`config.mk`:
```
export PLATFORM = sky130hd
export DESIGN_NAME = chime_alarm_ctrl
export DESIGN_NICKNAME = d
export VERILOG_FILES = /design/src/rtl/chime_alarm_ctrl.sv
export SDC_FILE = /design/constraint.sdc
export NUM_CORES = 1
export LEC_CHECK = 0
export ABC_AREA = 0
export CAP_MARGIN = 20
export CORE_MARGIN = 4
export CORE_UTILIZATION = 50
export CTS_CLUSTER_SIZE = 14
export DETAILED_ROUTE_END_ITERATION = 10
export PLACE_DENSITY = 0.8
export SLEW_MARGIN = 15
export SYNTH_ARGS = -nofsm -noshare
export SYNTH_HDL_FRONTEND = slang
export SYNTH_SLANG_ARGS = --single-unit
```
`constraint.sdc`:
```
create_clock -name clk -period 9.2 [get_ports clk]
set_input_delay 0.92 -clock clk [delete_from_list [all_inputs] [get_ports clk]]
set_output_delay 0.92 -clock clk [all_outputs]
set_load 0.005 [all_outputs]
```
`src/rtl/chime_alarm_ctrl.sv`:
```
// Interval chime controller: starts a beep pattern on minute boundaries that are
// multiples of a run-time interval and lights one of NUM_LEDS rotating LEDs.
module chime_alarm_ctrl #(
  parameter int NUM_LEDS          = 7,
  parameter int BEEP_PULSES       = 4,
  parameter int BEEP_ON_S         = 1,
  parameter int BEEP_OFF_S        = 1,
  parameter int BUZZER_ACTIVE_LOW = 1
) (
  input  logic                        clk,
  input  logic                        rst,
  input  logic                        en,
  input  logic [7:0]                  minutes,
  input  logic [7:0]                  seconds,
  input  logic [5:0]                  interval,
  input  logic                        ack,
  output logic                        buzzer,
  output logic [NUM_LEDS-1:0]         leds,
  output logic [$clog2(NUM_LEDS)-1:0] led_index,
  output logic                        chime_active,
  output logic [7:0]                  chime_count
);

  localparam int IDX_W = $clog2(NUM_LEDS);
  localparam logic [3:0] ON_TICKS  = 4'(BEEP_ON_S);
  localparam logic [3:0] OFF_TICKS = 4'(BEEP_OFF_S);
  localparam logic [3:0] PULSES    = 4'(BEEP_PULSES);
  localparam logic BUZ_ON  = (BUZZER_ACTIVE_LOW != 0) ? 1'b0 : 1'b1;
  localparam logic BUZ_OFF = ~BUZ_ON;

  typedef enum logic [1:0] {IDLE, BEEP_ON, BEEP_OFF, HOLD} state_t;

  state_t           state, state_n;
  logic [3:0]       tick_cnt, tick_n;
  logic [3:0]       pulse_cnt, pulse_n;
  logic [IDX_W-1:0] idx_n;
  logic [7:0]       cnt_n;
  logic             primed;
  logic [7:0]       min_q, sec_q;
  logic             min_evt, sec_tick, match;
  logic [5:0]       min_bin;

  function automatic logic bcd_valid(input logic [7:0] d);
    return (d[7:4] <= 4'd9) && (d[3:0] <= 4'd9);
  endfunction

  function automatic logic [5:0] bcd_to_bin(input logic [7:0] d);
    return 6'(d[7:4]) * 6'd10 + 6'(d[3:0]);
  endfunction

  // Input sampling: data registers track every cycle and carry no reset
  always_ff @(posedge clk) begin
    min_q <= minutes;
    sec_q <= seconds;
  end

  assign min_evt  = primed && (minutes != min_q) && bcd_valid(minutes);
  assign sec_tick = primed && (seconds != sec_q) && bcd_valid(seconds);
  assign min_bin  = bcd_to_bin(minutes);
  // Above 59 no nonzero minute can be a multiple, so only 00 matches
  assign match    = (interval != 6'd0) &&
                    ((interval > 6'd59) ? (min_bin == 6'd0) : ((min_bin % interval) == 6'd0));

  always_comb begin
    state_n = state;
    tick_n  = tick_cnt;
    pulse_n = pulse_cnt;
    idx_n   = led_index;
    cnt_n   = chime_count;
    if (!en) begin
      state_n = IDLE;
    end else if (min_evt && (state != IDLE)) begin
      idx_n = (led_index == IDX_W'(NUM_LEDS - 1)) ? '0 : led_index + 1'b1;
      if (match) begin
        state_n = BEEP_ON;
        tick_n  = '0;
        pulse_n = '0;
        cnt_n   = chime_count + 8'd1;
      end else begin
        state_n = IDLE;
      end
    end else if (min_evt && match) begin
      state_n = BEEP_ON;
      tick_n  = '0;
      pulse_n = '0;
      cnt_n   = chime_count + 8'd1;
    end else begin
      case (state)
        BEEP_ON: begin
          if (ack) begin
            state_n = HOLD;
          end else if (sec_tick) begin
            if (tick_cnt + 4'd1 == ON_TICKS) begin
              tick_n  = '0;
              pulse_n = pulse_cnt + 4'd1;
              state_n = (pulse_cnt + 4'd1 == PULSES) ? HOLD : BEEP_OFF;
            end else begin
              tick_n = tick_cnt + 4'd1;
            end
          end
        end
        BEEP_OFF: begin
          if (ack) begin
            state_n = HOLD;
          end else if (sec_tick) begin
            if (tick_cnt + 4'd1 == OFF_TICKS) begin
              tick_n  = '0;
              state_n = BEEP_ON;
            end else begin
              tick_n = tick_cnt + 4'd1;
            end
          end
        end
        default: ;
      endcase
    end
  end

  // Control state: FSM, counters and the post-reset priming flag
  always_ff @(posedge clk) begin
    if (rst) begin
      state       <= IDLE;
      tick_cnt    <= '0;
      pulse_cnt   <= '0;
      led_index   <= '0;
      chime_count <= '0;
      primed      <= 1'b0;
    end else begin
      state       <= state_n;
      tick_cnt    <= tick_n;
      pulse_cnt   <= pulse_n;
      led_index   <= idx_n;
      chime_count <= cnt_n;
      primed      <= 1'b1;
    end
  end

  assign chime_active = (state != IDLE);
  assign buzzer       = (state == BEEP_ON) ? BUZ_ON : BUZ_OFF;
  assign leds         = chime_active ? (NUM_LEDS'(1) << led_index) : '0;

endmodule

```
Yosys cells after proc, flatten, opt, wreduce, memory -nomap -nowiden
Index checks and enable logic that the tools add are counted.
- input port bits: 26
- output and inout bits: 20
- register bits: 38
- mux-type cells: 32
- multipliers: 1
- div/mod/pow operators: 1
- add/subtract/negate cells: 5
- shift-type cells: 1
- bitwise gates (word level): 1
- eq/ne operators: 13
- magnitude comparators: 5
- reductions and logical operators: 26
- operators by type and width (operator ; count):
    $mux W4 ; 13
    $mux W8 ; 3
    $ne A5 B5 Y1 const B ; 4
    $le A4 B4 Y1 const B ; 4
    $mux W2 ; 8
    $ne A8 B8 Y1 ; 2
    $logic_not A6 Y1 ; 2
    $reduce_bool A3 Y1 ; 4
    $reduce_and A5 Y1 ; 2
    $logic_and A1 B1 Y1 ; 9
    $add A4 B1 Y4 const B ; 2
    $add A8 B1 Y8 const B ; 1
    $mux W7 ; 1
    $shl A1 B3 Y7 const A ; 1
    $add A6 B4 Y6 ; 1
    $gt A6 B6 Y1 const B ; 1
    $mod A6 B6 Y6 ; 1
    $reduce_and A6 Y1 ; 1
    $reduce_bool A6 Y1 ; 1
    $mul A4 B3 Y5 const B ; 1
    $mux W1 ; 5
    $eq A4 B1 Y1 const B ; 1
    $eq A4 B3 Y1 const B ; 1
    $pmux W2 S2 ; 1
    13 further kinds ; 15

Depth between registers and ports, before layout
- word-level depth: 9
- mapped depth: 44
- gate-level depth less buffers: 43

Least setup slack after synthesis
OpenSTA, ideal clock, no wires.
- path type: input -> register
- from: input port minutes[1]
- to: register tick_cnt[3]
- stages: 39
- data required time: 9.078 ns
- library setup time: 0.122 ns
- path slack: -0.273 ns
- buffers on the path: 1
- arrival: 9.351 ns
- path through: ha_1 fa_1 a21o_1 a21o_1 and2_1 inv_1 ha_1 a22oi_1 ha_1 or4b_1 a21oi_1 nor2_1 ha_1 a41oi_1 a21oi_1 mux2_2 inv_1 ha_1 [... 3 more ...] buf_2 nor2_1 a21oi_1 ha_1 or3_4 o221ai_4 a21oi_2 or2_4 o211ai_1 ha_1 o21ai_0 a21oi_1 mux2_2 a22oi_1 o41ai_2 a32o_1 nor2_1 a221o_1
- word-level cells in the longest chain between the ends: 8
- elaborated cells between the ends (all ways): 20
- those cells by class: add/sub: 1; div: 1; order compare: 1; eq/ne: 3; mux: 3; reduce/logical: 11
- RTL lines (item ; line ; text):
    from (decl) ; 13 ; input logic [7:0] minutes,
    $add A6 B4 Y6 ; 48 ; return 6'(d[7:4]) * 6'd10 + 6'(d[3:0]);
    $mod A6 B6 Y6 ; 62 ; ((interval > 6'd59) ? (min_bin == 6'd0) : ((min_bin % interval) == 6'd0));
    $logic_not A6 Y1 ; 62 ;
    $mux W1 ; 62 ;
    $logic_and A1 B1 Y1 ; 61 ; assign match = (interval != 6'd0) &&
    $logic_and A1 B1 Y1 ; 82 ; end else if (min_evt && match) begin
    $ne A3 B1 Y1 (no line) (tied with other cells) ; - ;
    $reduce_and A5 Y1 (no line) / $mux W4 (equally long branches) ; - ;
    to (signal assigned) ; 130 ; tick_cnt <= tick_n;
    to (decl) ; 34 ; logic [3:0] tick_cnt, tick_n;
Several ways; a longest one is shown, not always the timed one.
A chain may end at the register's enable or synchronous reset.

Final worst setup path
- from: input port minutes[4]
- to: register chime_count[7]
- word-level cells in the longest chain between the ends: 9
- elaborated cells between the ends (all ways): 18
- those cells by class: add/sub: 1; mul: 1; div: 1; order compare: 1; eq/ne: 2; mux: 2; reduce/logical: 10
- RTL lines (item ; line ; text):
    $mul A4 B3 Y5 ; 48 ;
    $add A6 B4 Y6 ; 48 ;
    $mod A6 B6 Y6 ; 62 ;
    $logic_not A6 Y1 ; 62 ;
    $mux W1 ; 62 ;
    $logic_and A1 B1 Y1 ; 61 ;
    $logic_and A1 B1 Y1 ; 82 ;
    $reduce_bool A2 Y1 (no line) ; - ;
    $reduce_and A3 Y1 (no line) ; - ;
    to (signal assigned) ; 133 ; chime_count <= cnt_n;
    to (decl) ; 21 ; output logic [7:0] chime_count
Several ways; a longest one is shown, not always the timed one.

==> flow_metrics.env <==
export IMPL_worst_ep_required_time_ns=9.40
export IMPL_critPathArrivalTime_ns=9.29
export IMPL_slew_headroom_pct=40.0
export IMPL_worstSetupPathType="in -> reg"
export IMPL_worst_path_most_repeated_cell="ha_4"
export IMPL_dieArea_sq_um=7900
export IMPL_final_max_slew_viol_count=0
export IMPL_routedWlPerCell_um=17.1
export IMPL_r2r_end="tick_cnt[3]$_SDFFE_PP0P_"
export IMPL_total_power_mw=0.840
export IMPL_finalCriticalPeriod_ns=9.08
export IMPL_core_sq_um=6350
export IMPL_dr_wl_met3_um=419
export IMPL_vias=3586
export IMPL_wl_met1_mm=4.25
export IMPL_max_clock_path_buffers=2
export IMPL_async_flop_share_pct=0
export IMPL_first_pass_iters=4
export IMPL_timing_fmax_mhz=110
export IMPL_die_w_um=88.9
export IMPL_slowest_delay_ns=0.54
export IMPL_hold_path_end="chime_count[6]$_SDFFE_PP0P_"
export IMPL_min_period_over_period_pct=98.7
export IMPL_rows=29
export IMPL_synth_seq_cells=38
export IMPL_ff2ff_path_depth=8
export IMPL_final_cell_mix="86 x buf_4, 38 x dfxtp_1, 38 x clkdlybuf4s50_1, 36 x inv_1, 30 x nor2_1"
export IMPL_ys_types=69
export IMPL_reg2reg_slack_ns=6.61
export IMPL_cts_sinks=38
export IMPL_drive_gt1_share_pct=33.0
export IMPL_tightestPinTransition_ns=0.901
export IMPL_grt_first_pass_wirelength_mm=15.0
export IMPL_cts_tree="done"
export IMPL_placed_area_sq_um=4350
export IMPL_synth_edf_count=0
export IMPL_power_leakage_nw=2.07
export IMPL_fillerInstances=371
export IMPL_dr_first_iter_drc_count=193
export IMPL_gp_congestion=0.932
export IMPL_powerDensity_nw_per_um2=171
export IMPL_antenna_found_initial=0
export IMPL_routed_top_layer="met4"
export IMPL_grt_pass1_vias=3405
export IMPL_cts_buffers=5
export IMPL_min_path_cells=2
export IMPL_grt_ovfl_total=0
export IMPL_hold_viol_final=0
export IMPL_grt_max_degree=16
export IMPL_nets=592
export IMPL_end_kind="flop"
export IMPL_wirelength_mm=10.3
export IMPL_post_dp_hpwl_mm=6.79
export IMPL_routed_wl_met2_mm=5.42
export IMPL_ys_flop_type="dfxtp_1"
export IMPL_drcViolationCount=0
export IMPL_fin_tns_setup_ns=0
export IMPL_via_per_inst=5.94
export IMPL_io_buffers=45
export IMPL_syn_nets=456
export IMPL_yosysWarnings=0
export IMPL_final_common_cell="buf_4"
export IMPL_holdBufCountCts=0
export IMPL_r2r_start="min_q[0]$_DFF_P_"
export IMPL_finalSetupViolCount=0
export IMPL_syn_area_sq_um=3270
export IMPL_cts_clk_slew_worst_paths_ns=0.08
export IMPL_cts_root_buf="clkbuf_8"
export IMPL_cap_violations=0
export IMPL_ios=46
export IMPL_rsz0062_at_grt="true"
export IMPL_fin_util_pct=77.2
export IMPL_syn_inst=390
export IMPL_min_delay_start="chime_count[6]$_SDFFE_PP0P_"
export IMPL_clkLatencyLatePin_ns=0.30
export IMPL_ant_nets=0
export IMPL_stdcell_area_sq_um=4900
export IMPL_grt_util_all_layers_pct=23.6
export IMPL_skew_ns=0.00650
export IMPL_yosysSeqAreaShare_pct=23.3
export IMPL_critPathLaunchType="input pin"
export IMPL_cpMaxStageDelayCell="or4b_4"
export IMPL_antennaDiodeCount=0
export IMPL_syn_to_final_growth_pct=49.9
export IMPL_start_util_pct=51.5
export IMPL_die_h_um=88.9
export IMPL_status="completed"
export IMPL_cts_htree_levels=2
export IMPL_syn_avg_cell_area_sq_um=8.39
export IMPL_cp_max_fo=7
export IMPL_hp_class="reg -> reg"
export IMPL_peakVddDrop_v=0.000114
worst max-delay path by stage:
stage	start	end	slack (ns)
6_report	minutes[4]	chime_count[7]$_SDFFE_PP0P_	0.12
5_1_grt	interval[4]	chime_count[7]$_SDFFE_PP0P_	-0.20
4_1_cts	minutes[4]	tick_cnt[3]$_SDFFE_PP0P_	0.003
3_5_place_dp	minutes[6]	chime_count[7]$_SDFFE_PP0P_	-0.89
3_3_place_gp	minutes[6]	tick_cnt[3]$_SDFFE_PP0P_	-0.55
2_1_floorplan	minutes[4]	chime_count[5]$_SDFFE_PP0P_	0.002
layer usage:
layer	GRT usage, %	up-vias
li1	-	1711
met2	44.1	100
met4	6.73	0
met5	0	-
met1	27.8	1749
met3	3.13	26
power by group:
group	switching [mW]	internal, mW
sequential	0.00327	0.170
combinational	0.258	0.283
clock	0.0645	0.0606
total	0.326	0.514
state kept, by name (all words and copies together), names as in the netlist:
| register | cells |
|---|---|
| led_index | 3 |
| pulse_cnt | 4 |
| sec_q | 8 |
| primed | 1 |
| state | 2 |
| tick_cnt | 4 |
| chime_count | 8 |
| min_q | 8 |
cell usage after synthesis (all sizes together) (5+ instances only):
master | count | share of area, %
and3 | 8 | 1.6
or4 | 5 | 1.1
a21oi | 24 | 4.0
nor4 | 5 | 1.6
ha | 38 | 15
nor2b | 6 | 1.1
o31ai | 8 | 2.0
dfxtp | 38 | 23
nor2 | 32 | 3.7
inv | 39 | 4.5
o21a | 6 | 1.4
nor3 | 6 | 0.92
a21o | 9 | 2.1
nand2 | 18 | 2.1
o21ai | 25 | 3.8
xor2 | 11 | 2.9
nand3 | 15 | 2.3
nand4 | 5 | 0.96
xnor2 | 15 | 4.0
or3 | 6 | 1.3
and2 | 6 | 1.1
worst max-delay path, delay by kind of cell:
| family | cells | cell delay, ns |
|---|---|---|
| buf+inv | 5 | 0.55 |
| simple gates | 8 | 1.92 |
| compound gates | 20 | 3.81 |
| fa+ha+maj | 8 | 2.07 |
through the flow:
step | worst slack (ns) | cells | hold WS (ns)
2_1_floorplan | 0.00199 | 390 | 0.462
3_3_place_gp | -0.549 | 574 | 0.473
3_5_place_dp | -0.891 | 574 | 0.481
4_1_cts | 0.00253 | 597 | 0.491
5_1_grt | -0.204 | 604 | 0.530
6_report | 0.117 | 604 | 0.515
timing repair:
item                                    CTS  global route
buffers inserted                         14             8
endpoints found under the setup margin   18            18
resized for setup                        31            64
cloned                                    1             0
pin swaps                                26            42
cells by family after synthesis:
logic type	Yosys count	share of synthesized area, %
buffers and inverters	45	5.24
adder cells (fa/ha/maj)	40	15.8
flip-flops	38	23.3
AND/OR/NAND/NOR	123	20.7
AO/OA/AOI/OAI	112	25.8
multiplexers	5	1.61
XOR/XNOR	27	7.65
area by class of cell:
cell class                      count  area [sq um]  area share [%]
Multi-Input combinational cell    308          2680            54.7
Timing Repair Buffer              134          1120            22.9
Sequential cell                    38           761            15.5
Inverter                           39           146            2.99
Tap cell                           77          96.3            1.96
Clock buffer                        7          86.3            1.76
Clock inverter                      1          5.00           0.102
Note: power is estimated with default switching activity, not from simulation.
